File: src/rtl/fifo_ring_if.sv
// Handshake and status bundle for fifo_ring: the producer/consumer side is the
// master; the FIFO is the slave.
interface fifo_ring_if #(
  parameter int WIDTH = 4,
  parameter int LW    = 3
);
  logic [WIDTH-1:0] d_in;
  logic             d_in_strobe;
  logic [WIDTH-1:0] q;
  logic             q_ready;
  logic             q_out_strobe;
  logic             flush;
  logic             full;
  logic             empty;
  logic             almost_full;
  logic             almost_empty;
  logic [LW-1:0]    level;
  logic             overflow;
  logic             underflow;

  modport master (
    output d_in, d_in_strobe, q_out_strobe, flush,
    input  q, q_ready, full, empty, almost_full, almost_empty, level, overflow, underflow
  );

  modport slave (
    input  d_in, d_in_strobe, q_out_strobe, flush,
    output q, q_ready, full, empty, almost_full, almost_empty, level, overflow, underflow
  );
endinterface

File: src/rtl/fifo_ring.sv
// Circular-buffer FIFO with occupancy count, almost-full/empty thresholds,
// synchronous flush, sticky error flags and optional pass-through while empty.
module fifo_ring #(
  parameter int WIDTH    = 4,
  parameter int DEPTH    = 5,
  parameter int AF_LEVEL = 4,
  parameter int AE_LEVEL = 1,
  parameter int BYPASS   = 1,
  parameter int LW       = 3
) (
  input  logic         clk,
  input  logic         rst,
  fifo_ring_if.slave   bus
);
  localparam int PW = (DEPTH > 1) ? $clog2(DEPTH) : 1;

  logic [WIDTH-1:0] mem [DEPTH];
  logic [PW-1:0]    wr_ptr, rd_ptr;
  logic [LW-1:0]    level_r;
  logic             overflow_r, underflow_r;
  logic             full_c, empty_c, byp, rd_acc, rd_pop, wr_acc;

  // Pointers wrap explicitly so DEPTH need not be a power of two.
  function automatic logic [PW-1:0] ptr_inc(input logic [PW-1:0] p);
    return (p == PW'(DEPTH - 1)) ? '0 : p + PW'(1);
  endfunction

  assign empty_c = (level_r == '0);
  assign full_c  = (level_r == LW'(DEPTH));

  always_comb begin
    if (empty_c && (BYPASS != 0)) begin
      bus.q       = bus.d_in;
      bus.q_ready = bus.d_in_strobe;
    end else begin
      bus.q       = mem[rd_ptr];
      bus.q_ready = ~empty_c;
    end
  end

  // A bypassed word is consumed straight from d_in, so it neither pops nor pushes.
  assign byp    = (BYPASS != 0) & empty_c & bus.d_in_strobe & bus.q_out_strobe;
  assign rd_acc = bus.q_out_strobe & bus.q_ready;
  assign rd_pop = rd_acc & ~byp;
  assign wr_acc = bus.d_in_strobe & ~byp & (~full_c | rd_acc) & ~bus.flush;

  // NOTE: the storage array carries no reset; contents are meaningless until
  // written, and leaving it out of the reset tree keeps it a plain register file.
  always_ff @(posedge clk) begin
    if (wr_acc) mem[wr_ptr] <= bus.d_in;
  end

  // NOTE: all state updates use non-blocking assignments so every term above
  // sees the pre-edge values of level_r and the pointers.
  always_ff @(posedge clk or posedge rst) begin
    if (rst) begin
      wr_ptr      <= '0;
      rd_ptr      <= '0;
      level_r     <= '0;
      overflow_r  <= 1'b0;
      underflow_r <= 1'b0;
    end else if (bus.flush) begin
      wr_ptr      <= '0;
      rd_ptr      <= '0;
      level_r     <= '0;
      overflow_r  <= 1'b0;
      underflow_r <= 1'b0;
    end else begin
      if (wr_acc) wr_ptr <= ptr_inc(wr_ptr);
      if (rd_pop) rd_ptr <= ptr_inc(rd_ptr);
      if (wr_acc && !rd_pop)      level_r <= level_r + LW'(1);
      else if (rd_pop && !wr_acc) level_r <= level_r - LW'(1);
      if (bus.d_in_strobe && full_c && !rd_acc) overflow_r  <= 1'b1;
      if (bus.q_out_strobe && !bus.q_ready)     underflow_r <= 1'b1;
    end
  end

  assign bus.full         = full_c;
  assign bus.empty        = empty_c;
  assign bus.almost_full  = (int'(level_r) >= AF_LEVEL);
  assign bus.almost_empty = (int'(level_r) <= AE_LEVEL);
  assign bus.level        = level_r;
  assign bus.overflow     = overflow_r;
  assign bus.underflow    = underflow_r;
endmodule

File: src/flat_wrapper.sv
// flat-port wrapper written by rule: the top's interface ports become plain ports
module fifo_ring_flat 
#(
  parameter int WIDTH    = 4,
  parameter int DEPTH    = 5,
  parameter int AF_LEVEL = 4,
  parameter int AE_LEVEL = 1,
  parameter int BYPASS   = 1,
  parameter int LW       = 3
)
  (clk, rst, bus_d_in, bus_d_in_strobe, bus_q_out_strobe, bus_flush, bus_q, bus_q_ready, bus_full, bus_empty, bus_almost_full, bus_almost_empty, bus_level, bus_overflow, bus_underflow);
  fifo_ring_if #(.WIDTH(WIDTH), .LW(LW)) bus_i ();
  input  logic clk;
  input  logic rst;
  input wire logic [$bits(bus_i.d_in)-1:0] bus_d_in;
  input wire logic [$bits(bus_i.d_in_strobe)-1:0] bus_d_in_strobe;
  input wire logic [$bits(bus_i.q_out_strobe)-1:0] bus_q_out_strobe;
  input wire logic [$bits(bus_i.flush)-1:0] bus_flush;
  output wire logic [$bits(bus_i.q)-1:0] bus_q;
  output wire logic [$bits(bus_i.q_ready)-1:0] bus_q_ready;
  output wire logic [$bits(bus_i.full)-1:0] bus_full;
  output wire logic [$bits(bus_i.empty)-1:0] bus_empty;
  output wire logic [$bits(bus_i.almost_full)-1:0] bus_almost_full;
  output wire logic [$bits(bus_i.almost_empty)-1:0] bus_almost_empty;
  output wire logic [$bits(bus_i.level)-1:0] bus_level;
  output wire logic [$bits(bus_i.overflow)-1:0] bus_overflow;
  output wire logic [$bits(bus_i.underflow)-1:0] bus_underflow;
  assign bus_i.d_in = bus_d_in;
  assign bus_i.d_in_strobe = bus_d_in_strobe;
  assign bus_i.q_out_strobe = bus_q_out_strobe;
  assign bus_i.flush = bus_flush;
  assign bus_q = bus_i.q;
  assign bus_q_ready = bus_i.q_ready;
  assign bus_full = bus_i.full;
  assign bus_empty = bus_i.empty;
  assign bus_almost_full = bus_i.almost_full;
  assign bus_almost_empty = bus_i.almost_empty;
  assign bus_level = bus_i.level;
  assign bus_overflow = bus_i.overflow;
  assign bus_underflow = bus_i.underflow;
  fifo_ring #(.WIDTH(WIDTH), .DEPTH(DEPTH), .AF_LEVEL(AF_LEVEL), .AE_LEVEL(AE_LEVEL), .BYPASS(BYPASS), .LW(LW)) u_core (.clk(clk), .rst(rst), .bus(bus_i));
endmodule
File: config.mk
export PLATFORM = sky130hd
export DESIGN_NAME = fifo_ring_flat
export DESIGN_NICKNAME = d
export VERILOG_FILES = /design/src/rtl/fifo_ring_if.sv /design/src/rtl/fifo_ring.sv /design/src/flat_wrapper.sv
export SDC_FILE = /design/constraint.sdc
export NUM_CORES = 1
export LEC_CHECK = 0
export CAP_MARGIN = 20
export CORE_MARGIN = 8
export CORE_UTILIZATION = 50
export DETAILED_ROUTE_END_ITERATION = 10
export PLACE_DENSITY = 0.74
export SYNTH_ARGS = -nofsm -noshare
export SYNTH_HDL_FRONTEND = slang
export SYNTH_SLANG_ARGS = --single-unit
File: constraint.sdc
create_clock -name clk -period 5.6 [get_ports clk]
set_clock_uncertainty 0.15 [all_clocks]
set_input_delay 1.12 -clock clk [delete_from_list [all_inputs] [get_ports clk]]
set_output_delay 1.12 -clock clk [all_outputs]
set_load 0.005 [all_outputs]
==> impl_metrics.env, run 1 <==
export IMPL_status="complete, no violations"
export IMPL_p_leak_uw=0.000709
export IMPL_end_kind="output pin"
export IMPL_post_cts_buffers=0
export IMPL_core_area_sq_um=3030
export IMPL_cts_sinks=31
export IMPL_critPathArrivalTime_ns=2.41
export IMPL_synth_cell_types=34
export IMPL_synthMuxAreaShare=0.0920
export IMPL_insertion_delay_ns=0.32
export IMPL_r2r_end="u_core.mem[0][3]"
export IMPL_fin_ws_ns=1.92
export IMPL_post_route_util=0.624
export IMPL_p_seq_frac=0.434
export IMPL_dieArea_sq_um=5210
export IMPL_via_per_inst=5.51
export IMPL_finalWirelength_mm=3.04
export IMPL_relSlewSlack=0.479
export IMPL_p_int_uw=462
export IMPL_synthFlopType="edfxtp_1"
export IMPL_synth_area_sq_um=1580
export IMPL_max_freq_ghz=0.272
export IMPL_hold_violations=0
export IMPL_p_per_area_nw_per_um2=356
export IMPL_syn_area_per_cell_sq_um=12.0
export IMPL_start_kind="primary input"
export IMPL_routedWlPerCell_microns=15.2
export IMPL_synth_edff_count=20
export IMPL_ant_nets=0
export IMPL_grt_pass1_vias=1133
export IMPL_slew_violations=0
export IMPL_syn_nets=148
export IMPL_yosys_warnings=0
export IMPL_whs_path_depth=2
export IMPL_area_delta_synth_final_pct=19.7
export IMPL_critPathRequiredTime_ns=4.33
export IMPL_post_route_period_util=0.658
export IMPL_dr_total_vias=1101
export IMPL_setup_worst_path_start="bus_d_in_strobe"
export IMPL_synth_top_family_by_area="simple AND/OR/NAND/NOR gates"
export IMPL_yosys_top_cells_area="edfxtp_1 38%, dfrtp_1 17%, ha_1 6.3%"
export IMPL_cts_tree="built"
export IMPL_period_needed_ns=3.68
export IMPL_drive_gt1_frac=0.109
export IMPL_synth_compound_area_share=0.109
export IMPL_vdd_drop_max_v=0.000191
export IMPL_diodes=0
export IMPL_fillCellCount=257
export IMPL_fp_dieH_microns=72.2
export IMPL_post_dp_hpwl_mm=2.31
export IMPL_synth_adder_area_share=0.0634
export IMPL_synthCells=131
export IMPL_sw_frac_of_total=0.311
export IMPL_path_max_fanout=5
export IMPL_async_flop_share=0.355
export IMPL_setup_viol_count_final=0
export IMPL_post_cts_resized=0
export IMPL_first_pass_iters=4
export IMPL_yosys_area_top_type="edfxtp_1"
export IMPL_cts_buffers=5
export IMPL_setup_worst_path_class="in -> out"
export IMPL_rows=20
export IMPL_cts_buffer_depth=2
export IMPL_power_switching_uw=209
export IMPL_yosysMostFrequentCell="edfxtp_1"
export IMPL_nNetsFinal=172
export IMPL_worstReg2RegStart="u_core.bus.level[0]"
export IMPL_drc_errors=0
export IMPL_tightest_slew_ns=0.775
export IMPL_die_x_microns=72.2
export IMPL_h_tree_depth=2
export IMPL_comb_power_share=0.372
export IMPL_grt_pass1_wl_mm=5.31
export IMPL_ioPinCount=23
export IMPL_regToRegSetupSlack_ns=3.00
export IMPL_critPathCapture="bus_q_ready"
export IMPL_synth_seq_area_share=0.555
export IMPL_io_buffers=22
export IMPL_cts_root_buffer="clkbuf_4"
export IMPL_drv_cap=0
export IMPL_synth_simple_area_share=0.124
export IMPL_synth_xor_area_frac=0.00555
export IMPL_antenna_found_initial=0
export IMPL_ctsHoldBuffers=0
export IMPL_synthTopCellsByCount="20 x edfxtp_1, 14 x inv_1, 14 x nand2_1, 11 x dfrtp_1, 8 x ha_1"
export IMPL_rsz0062_at_grt="false"
export IMPL_fin_setup_tns_ns=0
export IMPL_drt_iter0_drc=63
export IMPL_gp_congestion=0.776
export IMPL_place_ws_ns=1.92
export IMPL_grtUsageTotal=0.134
export IMPL_hp_class="reg -> reg"
export IMPL_ys_seq_elements=31
export IMPL_synth_top_area_frac=0.381
export IMPL_grt_max_degree=17
export IMPL_ff2ff_path_depth=6
export IMPL_initial_utilization=0.521
export IMPL_clkPwrFrac=0.194
export IMPL_cts_clk_slew_worst_paths_ns=0.10
export IMPL_grt_ovfl_total=0
worst max-delay path, cell delays in order:
cell and delay (ns):
clkdlybuf4s50_1 0.58, inv_1 0.13, nand2_1 0.07, clkdlybuf4s50_1 0.51
sequential cells by signal (all words and copies together), names as in the netlist:
register	count
u_core.mem	20
u_core.bus.level	3
u_core.rd_ptr	3
u_core.wr_ptr	3
u_core.bus.overflow	1
u_core.bus.underflow	1
cell usage in the layout (no fill, tap or decap), types with 2 or more instances in the layout:
cell	Yosys	layout
nor2_1	7	7
mux2i_1	4	4
dfrtp_1	11	11
ha_1	8	8
inv_1	14	14
nand2_1	14	14
nand4_1	2	2
clkbuf_4	0	5
a31oi_1	3	3
a211o_1	2	2
clkdlybuf4s50_1	0	22
nand3_1	3	3
nor3_1	4	4
o21ai_0	6	6
mux4_2	4	4
edfxtp_1	20	20
a21oi_1	7	7
metal layers:
metal / track usage / up-vias / routed length (microns)
met5: 0 / - / 0
met4: 0.0612 / 0 / 61
met3: 0.0455 / 7 / 181
met2: 0.222 / 35 / 1520
met1: 0.152 / 530 / 1280
li1: - / 529 / -
kinds of logic after synthesis:
logic type               count (synthesis)
XOR/XNOR                                 1
AND/OR/NAND/NOR                         38
buffers and inverters                   20
flip-flops                              31
adder cells (fa/ha/maj)                  8
AO/OA/AOI/OAI                           24
multiplexers                             9
per-stage QoR:
stage / hold slack, ns / cells / area, sq um / total power, uW
after floorplan: 0.336 / 131 / 1580 / 433
after global placement: 0.352 / 191 / 1820 / 540
after detailed placement: 0.343 / 191 / 1820 / 551
after CTS: 0.361 / 199 / 1880 / 681
after global routing: 0.426 / 200 / 1890 / 722
final: 0.360 / 200 / 1890 / 671
worst min-delay path by stage:
stage / start / endpoint / slack, ns
floorplan: u_core.bus.overflow / u_core.bus.overflow / 0.34
global placement: u_core.bus.underflow / u_core.bus.underflow / 0.35
detailed placement: u_core.bus.underflow / u_core.bus.underflow / 0.34
CTS: u_core.bus.underflow / u_core.bus.underflow / 0.36
global route: u_core.bus.overflow / u_core.bus.overflow / 0.43
finish: u_core.bus.underflow / u_core.bus.underflow / 0.36
cell type report:
class / instances / area [sq um] / share of cell area
clock buffer: 7 / 55.1 / 0.0292
clock inverter: 1 / 3.75 / 0.00199
inverter: 14 / 52.6 / 0.0278
multi-input combinational: 80 / 621 / 0.329
sequential: 31 / 876 / 0.464
tap: 44 / 55.1 / 0.0292
timing repair buffer: 23 / 225 / 0.119
power by group through the flow:
stage | logic, uW | clock network (uW) | registers, uW
after floorplan | 146 | 0 | 286
after global placement | 245 | 0 | 296
after detailed placement | 253 | 0 | 297
after CTS | 254 | 135 | 292
after global routing | 280 | 146 | 296
final | 250 | 130 | 291
No activity file was read; power rests on OpenSTA's default activity.
==> run 2, diff against run 1 <==
==> constraint.sdc (replaced) <==
create_clock -name clk -period 3.7 [get_ports clk]
set_clock_uncertainty 0.15 [all_clocks]
set_input_delay 0.74 -clock clk [delete_from_list [all_inputs] [get_ports clk]]
set_output_delay 0.74 -clock clk [all_outputs]
set_load 0.005 [all_outputs]
==> impl_metrics.env, run 2 (synthesis gave the netlist of run 1 again) <==
export IMPL_cts_root_buffer="clkbuf_4"
export IMPL_worstReg2RegStart="u_core.bus.level[0]"
export IMPL_critPathArrivalTime_ns=2.29
export IMPL_insertion_delay_ns=0.32
export IMPL_crit_slowest_cell="clkdlybuf4s50_1"
export IMPL_diodes=0
export IMPL_worst_path_most_repeated_cell="inv_1"
export IMPL_rsz0062_at_grt="false"
export IMPL_fin_area_sq_um=1900
export IMPL_post_cts_buffers=0
export IMPL_regToRegSetupSlack_ns=1.27
export IMPL_layout_common_cells="22 x clkdlybuf4s50_1, 20 x edfxtp_1, 14 x inv_1, 14 x nand2_1, 11 x dfrtp_1"
export IMPL_antenna_found_initial=0
export IMPL_setup_viol_count_final=0
export IMPL_dr_total_vias=1093
export IMPL_slew_violations=0
export IMPL_crit_chain="inv_1 > ha_1 > or2b_4 > inv_1 > nand2_1 > o21ai_0 > clkdlybuf4s50_1"
export IMPL_rows=20
export IMPL_dpl_cell_count=193
export IMPL_drt_iter0_drc=83
export IMPL_fp_dieH_microns=72.2
export IMPL_final_common_cell="clkdlybuf4s50_1"
export IMPL_critPathCapture="bus_q[0]"
export IMPL_max_freq_ghz=0.314
export IMPL_setup_worst_path_start="u_core.bus.level[0]"
export IMPL_crit_family="buffers and inverters"
export IMPL_hold_violations=0
export IMPL_nNetsFinal=173
export IMPL_r2r_end="u_core.mem[3][1]"
export IMPL_total_power_uw=1020
export IMPL_cts_clk_slew_worst_paths_ns=0.09
export IMPL_grt_pass1_wl_mm=5.48
export IMPL_fin_setup_tns_ns=0
export IMPL_finalWirelength_mm=3.23
export IMPL_core_area_sq_um=3030
export IMPL_cts_buffer_depth=2
export IMPL_cts_tree="built"
export IMPL_cp_slowest_stage_delay_ns=0.53
export IMPL_cp_depth=7
export IMPL_path_max_fanout=11
export IMPL_regMostFlops="u_core.mem"
export IMPL_vdd_drop_max_v=0.000243
export IMPL_ioPinCount=23
export IMPL_start_kind="register"
export IMPL_fin_cells=201
export IMPL_place_area_sq_um=1840
export IMPL_period_needed_ns=3.18
export IMPL_first_pass_iters=4
export IMPL_post_cts_resized=0
export IMPL_drc_errors=0
export IMPL_ff2ff_path_depth=6
export IMPL_post_route_period_util=0.860
export IMPL_via_per_inst=5.44
export IMPL_grt_max_degree=16
export IMPL_cts_sinks=31
export IMPL_critPathRequiredTime_ns=2.81
export IMPL_initial_utilization=0.521
export IMPL_io_buffers=22
export IMPL_setup_worst_path_class="reg -> out"
export IMPL_p_leak_uw=0.000715
export IMPL_p_per_area_nw_per_um2=536
export IMPL_status="complete, no violations"
export IMPL_tightest_slew_ns=0.519
export IMPL_post_dp_hpwl_mm=2.48
export IMPL_grt_ovfl_total=0
export IMPL_drv_cap=0
export IMPL_ant_nets=0
export IMPL_hp_class="reg -> reg"
export IMPL_ctsHoldBuffers=0
export IMPL_gp_congestion=0.820
export IMPL_critical_path_buf_inv_count=3
export IMPL_h_tree_depth=2
export IMPL_grt_pass1_vias=1134
export IMPL_end_kind="output pin"
export IMPL_drive_gt1_frac=0.115
export IMPL_cts_buffers=5
export IMPL_die_x_microns=72.2
export IMPL_dieArea_sq_um=5210
export IMPL_routedWlPerCell_microns=16.1
export IMPL_relSlewSlack=0.651
export IMPL_area_delta_synth_final_pct=20.3
export IMPL_grtUsageTotal=0.136
export IMPL_post_route_util=0.627
export IMPL_largest_reg_flops=20
-- run 2: area by class of cell --
cell class	instances	area (sq um)
multi-input combinational	80	621
tap	44	55.1
inverter	14	52.6
timing repair buffer	24	235
fill	249	1130
clock buffer	7	55.1
sequential	31	876
clock inverter	1	3.75
-- run 2: worst reg2reg max path, delay by kind of cell (launching register included) --
family          cells  cell delay (ns)
simple gates        3             1.05
fa+ha+maj           1             0.20
buf+inv             1             0.11
flops               1             0.44
compound gates      1             0.12
-- run 2: per-stage QoR --
| stage | hold WS [ns] | setup WS, ns |
|---|---|---|
| after detailed placement | 0.355 | 0.638 |
| after CTS | 0.375 | 0.489 |
| after floorplan | 0.336 | 1.36 |
| after global routing | 0.431 | 0.294 |
| after global placement | 0.349 | 0.712 |
| final | 0.372 | 0.519 |
-- run 2: where the power goes --
part / total (uW) / internal, uW / leakage (uW) / switching [uW]
sequential: 440 / 399 / 0.000329 / 40.8
combinational: 380 / 210 / 0.000353 / 170
clock: 198 / 90.9 / 0.0000329 / 107
-- run 2: metal layers --
metal  track usage  routed length (microns)  vias to the layer above
met5             0                        0                        -
met1         0.158                     1360                      539
met3        0.0455                      180                        6
met2         0.229                     1650                       26
met4        0.0454                       35                        0
li1              -                        -                      522
-- run 2: worst min path at each step --
stage | endpoint | slack (ns) | start | cells after the start
6_report | u_core.bus.underflow | 0.37 | u_core.bus.underflow | 2
5_1_grt | u_core.bus.overflow | 0.43 | u_core.bus.overflow | 2
3_3_place_gp | u_core.bus.underflow | 0.35 | u_core.bus.underflow | 2
3_5_place_dp | u_core.bus.underflow | 0.35 | u_core.bus.underflow | 2
2_1_floorplan | u_core.bus.overflow | 0.34 | u_core.bus.overflow | 2
4_1_cts | u_core.bus.underflow | 0.38 | u_core.bus.underflow | 2
==> run 3, diff against run 2 <==
--- a/config.mk
+++ b/config.mk
@@ -10,6 +10,7 @@
 export CORE_UTILIZATION = 50
 export DETAILED_ROUTE_END_ITERATION = 10
 export PLACE_DENSITY = 0.74
+export SKIP_LAST_GASP = 1
 export SYNTH_ARGS = -nofsm -noshare
 export SYNTH_HDL_FRONTEND = slang
 export SYNTH_SLANG_ARGS = --single-unit
==> results of run 3 <==
Final layout, timing and power as in run 2 (identical DEF).
